[config.mk]
export PLATFORM = sky130hd
export DESIGN_NAME = lcd_text_buffer
export DESIGN_NICKNAME = d
export VERILOG_FILES = /design/src/rtl/lcd_text_buffer.sv
export SDC_FILE = /design/constraint.sdc
export NUM_CORES = 1
export LEC_CHECK = 0
export ABC_AREA = 1
export BUFFER_PORTS_ARGS = -buffer_cell sky130_fd_sc_hd__buf_2
export CAP_MARGIN = 20
export CORE_MARGIN = 5
export CORE_UTILIZATION = 25
export CTS_CLUSTER_DIAMETER = 60
export CTS_CLUSTER_SIZE = 10
export DETAILED_ROUTE_END_ITERATION = 10
export GPL_TIMING_DRIVEN = 0
export PLACE_DENSITY = 0.37
export RECOVER_POWER = 100
export SYNTH_ARGS = -nofsm -noshare
export SYNTH_HDL_FRONTEND = slang
export SYNTH_SLANG_ARGS = --single-unit
[constraint.sdc]
create_clock -name lcdclk -period 61.6 [get_ports lcdclk]
set_input_delay 18.48 -clock lcdclk [delete_from_list [all_inputs] [get_ports lcdclk]]
set_output_delay 18.48 -clock lcdclk [all_outputs]
set_load 0.01 [all_outputs]
[src/rtl/lcd_text_buffer.sv]
// Double-buffered 32-character text store feeding the LCD sequencer.
// The host fills a shadow copy, which is committed to the active copy only on a frame boundary.
module lcd_text_buffer #(
  parameter logic [7:0] CLR_CHAR = 8'h20
) (
  input  logic        lcdclk,
  input  logic        reset,
  input  logic        wr_en,
  input  logic [2:0]  wr_addr,
  input  logic [31:0] wr_data,
  input  logic        commit,
  input  logic        clear,
  input  logic        frame_done,
  input  logic [4:0]  rd_idx,
  output logic [7:0]  rd_char,
  output logic        busy,
  output logic        pending,
  output logic        updated
);

  typedef enum logic [1:0] {IDLE, CLEAR, WAIT_FRAME, COPY} state_e;

  state_e      state_q, state_d;
  logic [2:0]  cnt_q, cnt_d;
  logic        latch_q, latch_d;
  logic        updated_q;
  logic [7:0]  rd_char_q;
  logic [31:0] shadow_q [8];
  logic [31:0] shadow_d [8];
  logic [31:0] active_q [8];
  logic [31:0] active_d [8];

  always_ff @(posedge lcdclk or posedge reset) begin
    if (reset) begin
      state_q <= IDLE;
      cnt_q   <= 3'd0;
      latch_q <= 1'b0;
    end else begin
      state_q <= state_d;
      cnt_q   <= cnt_d;
      latch_q <= latch_d;
    end
  end

  // A commit arriving on the last clear cycle still counts as latched.
  always_comb begin
    state_d = state_q;
    cnt_d   = cnt_q;
    latch_d = latch_q;
    case (state_q)
      IDLE: begin
        if (clear) begin
          state_d = CLEAR;
          cnt_d   = 3'd0;
          latch_d = commit;
        end else if (commit) begin
          state_d = WAIT_FRAME;
        end
      end
      CLEAR: begin
        cnt_d = cnt_q + 3'd1;
        if (commit) latch_d = 1'b1;
        if (cnt_q == 3'd7) begin
          cnt_d   = 3'd0;
          latch_d = 1'b0;
          state_d = (latch_q || commit) ? WAIT_FRAME : IDLE;
        end
      end
      WAIT_FRAME: begin
        if (frame_done) state_d = COPY;
      end
      COPY:    state_d = IDLE;
      default: state_d = IDLE;
    endcase
  end

  always_comb begin
    busy    = (state_q != IDLE);
    pending = (state_q == WAIT_FRAME) || ((state_q == CLEAR) && latch_q);
    updated = updated_q;
    rd_char = rd_char_q;
  end

  // COPY samples the shadow from before this cycle's host write.
  always_comb begin
    for (int w = 0; w < 8; w++) begin
      shadow_d[w] = shadow_q[w];
      active_d[w] = (state_q == COPY) ? shadow_q[w] : active_q[w];
    end
    if (state_q == CLEAR) begin
      shadow_d[cnt_q] = {4{CLR_CHAR}};
    end else if (wr_en) begin
      shadow_d[wr_addr] = wr_data;
    end
  end

  always_ff @(posedge lcdclk or posedge reset) begin
    if (reset) begin
      for (int w = 0; w < 8; w++) begin
        shadow_q[w] <= {4{CLR_CHAR}};
        active_q[w] <= {4{CLR_CHAR}};
      end
      updated_q <= 1'b0;
      rd_char_q <= CLR_CHAR;
    end else begin
      for (int w = 0; w < 8; w++) begin
        shadow_q[w] <= shadow_d[w];
        active_q[w] <= active_d[w];
      end
      updated_q <= (state_q == COPY);
      rd_char_q <= active_q[rd_idx[4:2]][{~rd_idx[1:0], 3'b000} +: 8];
    end
  end

endmodule

==> run_results.csv, run 1 <==
group,metric,value,unit
outcome,outcome,"finished with violations",
outcome,violations,"capacitance limit, slew limit",
placed_design,place.gp.congestion,0.839,
sta,max_freq,32.8,MHz
sta,setup_violations,0,
worst_setup_path,crit_path_end,"shadow_q[147]",
yosys,synth_common_cells,"nand2_1, dfrtp_1, inv_1, o22ai_1, o21ai_0",
worst_setup_path,path_common_cell,"clkbuf_1",
yosys,yosysMostFrequentCell,"nand2_1",
route,drt_iter0_drc,1371,
global_route,grt_use_met2,29.2,%
global_route,busiest_layer,"met2",
finish,final_cells,3719,
sta,fin_crit,30.51,ns
power,p_int,833,uW
power,p_per_area,50.5,mW/mm^2
power,irDropWorstVdd,0.0000191,V
sta,slew_headroom,-307,%
yosys,synth_flop_cell,"dfrtp_1",
global_route,gr-usage-met3,2.60,%
yosys,seq_area_frac_synth,60.5,%
finish,fillers,9360,
cts,cts_resized,0,
route,vias_per_cell,4.82,
global_route,track_usage,18.6,%
floorplan,die_w,306,um
worst_setup_path,critical_path.startpoint_type,"input pin",
finish,seq_area,0.0133,sq mm
cts,clk_pin_slew_worst_paths,0.06,ns
hold_path,hold_path_class,"flip-flop to flip-flop",
global_route,grt_first_pass_wirelength,128,mm
cts,ctsHtreeMaxLevel,3,
worst_setup_path,path_buf_inv,4,
sta,drv_slew,548,
worst_setup_path,r2r-start,"state_q[1]",
floorplan,core,0.0869,sq mm
sta,finalWorstSetupSlack,31.09,ns
placed_design,post-place-ws,40.72,ns
power,seqPwrFrac,44.0,%
global_route,met1_usage,27.0,%
floorplan,io_pins,57,
worst_setup_path,arrival,29.90,ns
route,vias,17910,
placed_design,placed_cell_area,0.0237,sq mm
worst_setup_path,critical-path-top-delay-family,"buffers and inverters",
yosys,syn-cell-area,0.0219,sq mm
yosys,synth_edf_count,0,
sta,worst_pin_slew,6.11,ns
finish,multi_input_area,0.00658,sq mm
cts,cts_max_path_buffers,3,
yosys,avgSynthCellArea,9.10,sq um
global_route,antenna_found_initial,6,
yosys,ys_top_cells_by_area,"dfrtp_1, nand2_1, dfstp_2, o22ai_1, o21ai_0",
floorplan,start_util,25.2,%
global_route,grt_max_degree,112,
yosys,yosysUniqueCellTypes,28,
yosys,ys_ff_latch,527,
placed_design,dpl.hpwl,59.8,mm
worst_setup_path,crit_path_top_delay_cell,"clkbuf_1",
global_route,grt_pass1_vias,18025,
yosys,syn_inst,2407,
run,max_cap_violations,7,
worst_setup_path,path_depth,4,
finish,nets,2577,
worst_setup_path,crit_fanout,110,
yosys,yosys_warnings,0,
worst_setup_path,slowest_delay,4.28,ns
cts,cts.sinks,527,
sta,fin_crit_sh,49.5,%
worst_setup_path,reg2regPathDepth,6,
worst_setup_path,critPathLaunch,"reset",
yosys,yosysTopAreaCellShare,52.8,%
floorplan,rows,108,
worst_setup_path,critPathRequiredTime,60.99,ns
power,p_leak,11.8,nW
global_route,gr-total-overflow,0,
yosys,synth_area_leader_cell,"dfrtp_1",
yosys,syn_nets,2456,
power,combPwrFrac,26.3,%
yosys,async_flop_share,100,%
cts,cts_tree,"built",
power,p_switching,451,uW
floorplan,dieArea,0.0937,sq mm
route,firstDrtPassIters,5,
route,drcViolationCount,0,
sta,clock_skew,0.0248,ns
power,clockPowerShare,29.7,%
worst_setup_path,critPathKind,"input pin to asynchronous set/reset pin",
power,swShare,35.1,%
finish,final_area,0.0254,sq mm
cts,clkLatencyLatePin,0.61,ns
sta,rsz0062_at_grt,"false",
sta,final_hold_viol_count,0,
placed_design,dp_cells,3614,
finish,area_growth,16.0,%
sta,tns,0,ns
finish,drive_gt1_share,9.83,%
cts,cts_inserted_buffers,67,
hold_path,min_path_cells,2,
worst_setup_path,critPathCaptureType,"asynchronous set/reset pin",
worst_setup_path,crit_path_cell_trace,"buf_2 > clkinvlp_2 > clkbuf_1 > clkbuf_1",
floorplan,die_h,306,um
worst_setup_path,reg2reg_slack,58.18,ns
placed_design,numPortBuffers,48,
route,ant_nets,0,
worst_setup_path,reg2reg_to,"active_q[222]",
cts,cts_hold_buffers,0,
route,wl,88.8,mm
route,routedWlPerCell,23.9,um
cts,ctsRootBufferMaster,"clkbuf_16",
cts,postCtsSetupBuffers,0,
finish,antenna_cells,0,
registers in the layout (all words and copies together) (netlist names):
signal    cells
latch_q       1
state_q       2
updated       1
rd_char       8
shadow_q    256
active_q    256
cnt_q         3
layout make-up:
| class | count | share of cell area [%] |
|---|---|---|
| sequential | 527 | 52.2 |
| multi-input combinational | 1419 | 25.9 |
| clock buffer | 89 | 7.12 |
| tap | 1155 | 5.69 |
| inverter | 299 | 4.42 |
| buffer | 162 | 2.77 |
| clock inverter | 16 | 0.965 |
| timing repair buffer | 52 | 0.945 |
kinds of logic (layout without fill, tap and decap cells):
logic type / Yosys count / after routing / share of synthesized area (%)
DFF: 527 / 527 / 60.5
buffers and inverters: 461 / 618 / 8.85
adders and majority gates: 3 / 3 / 0.171
AOI/OAI and AO/OA: 492 / 492 / 12.9
and+or+nand+nor: 924 / 924 / 17.5
cells in the final DEF (no fill, tap or decap), drive strengths merged:
| master | synthesis | routed |
|---|---|---|
| a211oi | 1 | 1 |
| a21oi | 1 | 1 |
| a31oi | 1 | 1 |
| buf | 103 | 98 |
| bufinv | 0 | 5 |
| clkbuf | 59 | 205 |
| clkinv | 0 | 6 |
| clkinvlp | 0 | 2 |
| dfrtp | 462 | 462 |
| dfstp | 65 | 65 |
| ha | 3 | 3 |
| inv | 299 | 302 |
| nand2 | 700 | 700 |
| nand3 | 206 | 206 |
| nor2 | 17 | 17 |
| o21ai | 229 | 229 |
| o22a | 4 | 4 |
| o22ai | 253 | 253 |
| o31ai | 3 | 3 |
| or2 | 1 | 1 |
metrics by stage:
step	util, %	power (mW)	hold slack (ns)
2_1_floorplan	-	0.779	0.443
3_3_place_gp	27.2	0.907	0.454
3_5_place_dp	27.3	0.914	0.453
4_1_cts	29.7	1.30	0.460
5_1_grt	29.3	1.37	0.465
6_report	29.3	1.28	0.457
routing by layer:
layer,up-vias,routed length [um]
li1,8095,-
met1,9102,41300
met2,591,40300
met3,122,4880
met4,0,2280
met5,-,0
power by group through the flow:
stage          combinational (mW)  sequential [mW]  clock, mW
4_1_cts                     0.348            0.564      0.392
2_1_floorplan               0.230            0.549          0
3_5_place_dp                0.345            0.569          0
5_1_grt                     0.382            0.580      0.405
6_report                    0.337            0.565      0.381
3_3_place_gp                0.337            0.570          0
tightest hold or removal path, stage by stage, from the launching register on:
cell and delay, ns:
dfstp_2 0.36, nand2_1 0.05, nand2_1 0.04
how the worst min path moves through the flow:
stage / start / end / slack [ns]
final: shadow_q[141] / active_q[141] / 0.46
after global routing: shadow_q[29] / active_q[29] / 0.47
after floorplan: shadow_q[5] / active_q[5] / 0.44
after detailed placement: shadow_q[117] / active_q[117] / 0.45
after CTS: shadow_q[29] / active_q[29] / 0.46
after global placement: shadow_q[213] / active_q[213] / 0.45
No activity file was read; power rests on OpenSTA's default activity.
==> run 2: changes to the inputs <==
PLACE_DENSITY = 0.38   (was 0.37)
clock period = 25.6 ns   (was 61.6 ns; I/O delays follow)
==> run 2 against run 1 <==
Compared with the run above: the run still ends with capacitance limit, slew limit left; sequential power up 140%; hold slack got worse by 0.0097 ns; utilization about the same; setup slack got worse by 21 ns; critical endpoint is now shadow_q[52]; register-to-register slack lost 36 ns; wire length is 2.4% lower; die area stayed put; critical path depth fell by 1; highest routed layer unchanged.
==> run_results.csv, run 2 (synthesis results as in run 1) <==
group,metric,value,unit
finish,nets,2578,
finish,drive_gt1_share,9.85,%
finish,fillers,9337,
worst_setup_path,critPathRequiredTime,24.64,ns
sta,fin_crit,15.13,ns
cts,clk_pin_slew_worst_paths,0.06,ns
worst_setup_path,critPathCaptureType,"asynchronous set/reset pin",
global_route,grt_max_degree,124,
sta,hold_ws,0.448,ns
global_route,track_usage,18.3,%
floorplan,start_util,25.2,%
cts,cts_hold_buffers,0,
run,max_cap_violations,5,
finish,seq_area,0.0133,sq mm
sta,setup_violations,0,
placed_design,numPortBuffers,48,
cts,ctsHtreeMaxLevel,3,
power,p_leak,11.8,nW
outcome,outcome,"finished with violations",
finish,utilization,29.3,%
worst_setup_path,crit_path_cell_trace,"buf_2 > clkinvlp_2 > clkbuf_1",
worst_setup_path,slowest_delay,4.70,ns
route,drt_iter0_drc,1506,
power,irDropWorstVdd,0.0000498,V
cts,cts_max_path_buffers,3,
finish,final_common_cell,"nand2_1",
finish,final_cells,3726,
placed_design,placed_cell_area,0.0237,sq mm
route,vias,17703,
worst_setup_path,critical_path.startpoint_type,"input pin",
outcome,violations,"capacitance limit, slew limit",
route,ant_nets,0,
route,routedWlPerCell,23.3,um
worst_setup_path,critical-path-top-delay-family,"buffers and inverters",
cts,cts.sinks,527,
global_route,grt_pass1_vias,18139,
sta,slew_headroom,-344,%
cts,cts_tree,"built",
floorplan,io_pins,57,
placed_design,dpl.hpwl,59.5,mm
cts,clkLatencyLatePin,0.60,ns
power,power.total,3.07,mW
sta,fin_crit_sh,59.1,%
worst_setup_path,crit_fanout,119,
route,firstDrtPassIters,7,
worst_setup_path,path_buf_inv,3,
floorplan,rows,108,
sta,worst_pin_slew,6.66,ns
sta,max_freq,66.1,MHz
cts,postCtsSetupBuffers,0,
cts,cts_resized,0,
worst_setup_path,arrival,14.18,ns
finish,area_growth,16.1,%
hold_path,hold_path_class,"flip-flop to flip-flop",
floorplan,die_h,306,um
finish,final_area,0.0254,sq mm
cts,ctsRootBufferMaster,"clkbuf_16",
route,drcViolationCount,0,
cts,cts_inserted_buffers,67,
placed_design,dp_cells,3615,
power,p_per_area,121,mW/mm^2
finish,multi_input_area,0.00658,sq mm
placed_design,place.gp.congestion,0.867,
sta,drv_slew,309,
finish,mostFrequentLayoutCells,"nand2_1, dfrtp_1, inv_1, o22ai_1, o21ai_0",
global_route,antenna_found_initial,4,
route,wl,86.6,mm
global_route,gr-total-overflow,0,
sta,rsz0062_at_grt,"false",
sta,final_hold_viol_count,0,
route,vias_per_cell,4.75,
floorplan,dieArea,0.0937,sq mm
worst_setup_path,critPathKind,"input pin to asynchronous set/reset pin",
global_route,grt_first_pass_wirelength,126,mm
worst_setup_path,crit_path_top_delay_cell,"clkbuf_1",
sta,clock_skew,0.0292,ns
floorplan,die_w,306,um
floorplan,core,0.0869,sq mm
-- run 2: cell count changes in the layout (fill, tap and decap cells not counted), sizes merged --
cell and delta:
diode +3, clkinv -2, clkbuf +7, buf +4, inv -3, bufinv -4, clkinvlp +2
-- run 2: final timing paths --
check / startpoint / to / slack, ns / depth (start not counted)
worst max-delay path: reset / shadow_q[52] / 10.47 / 3
worst min-delay path: shadow_q[117] / active_q[117] / 0.45 / 2
worst max register to register: state_q[0] / active_q[186] / 22.08 / 5
worst min register to register: shadow_q[117] / active_q[117] / 0.45 / 2
max in group lcdclk: wr_addr[2] / shadow_q[52] / 15.90 / 7
min in group asynchronous: reset / shadow_q[67] / 7.83 / 2
-- run 2: per-stage QoR --
step                setup WS (ns)  TNS (ns)
floorplan                    3.30         0
global placement            -3.10  -1379.53
detailed placement          15.69         0
CTS                         16.23         0
global route                 8.70         0
finish                      10.47         0
-- run 2: worst reg2reg max path: cells and delay by family (launching register included) --
family,cells,cell delay (ns)
buffers and inverters,3,2.29
AND/OR/NAND/NOR,1,0.48
flip-flops,1,0.42
AO/OA/AOI/OAI,1,0.19
-- run 2: final cells by class --
cell class	instances	share of cell area, %
Buffer	162	2.76
Clock buffer	99	7.59
Inverter	299	4.41
Timing Repair Buffer	53	1.18
Antenna cell	3	0.0295
Tap cell	1155	5.68
Clock inverter	9	0.349
Sequential cell	527	52.1
Multi-Input combinational cell	1419	25.9
-- run 2: metal layers --
metal / share of wire, % / track usage [%]
met5: 0 / 0
met4: 3.1 / 5.63
met3: 6.1 / 3.78
met2: 45 / 28.4
met1: 46 / 25.8
-- run 2: power breakdown --
group          leakage [nW]  total, mW  switching (mW)  internal [mW]
Clock                 0.974      0.894           0.365          0.529
Sequential             6.70       1.36           0.158           1.20
Combinational          4.15      0.812           0.558          0.255
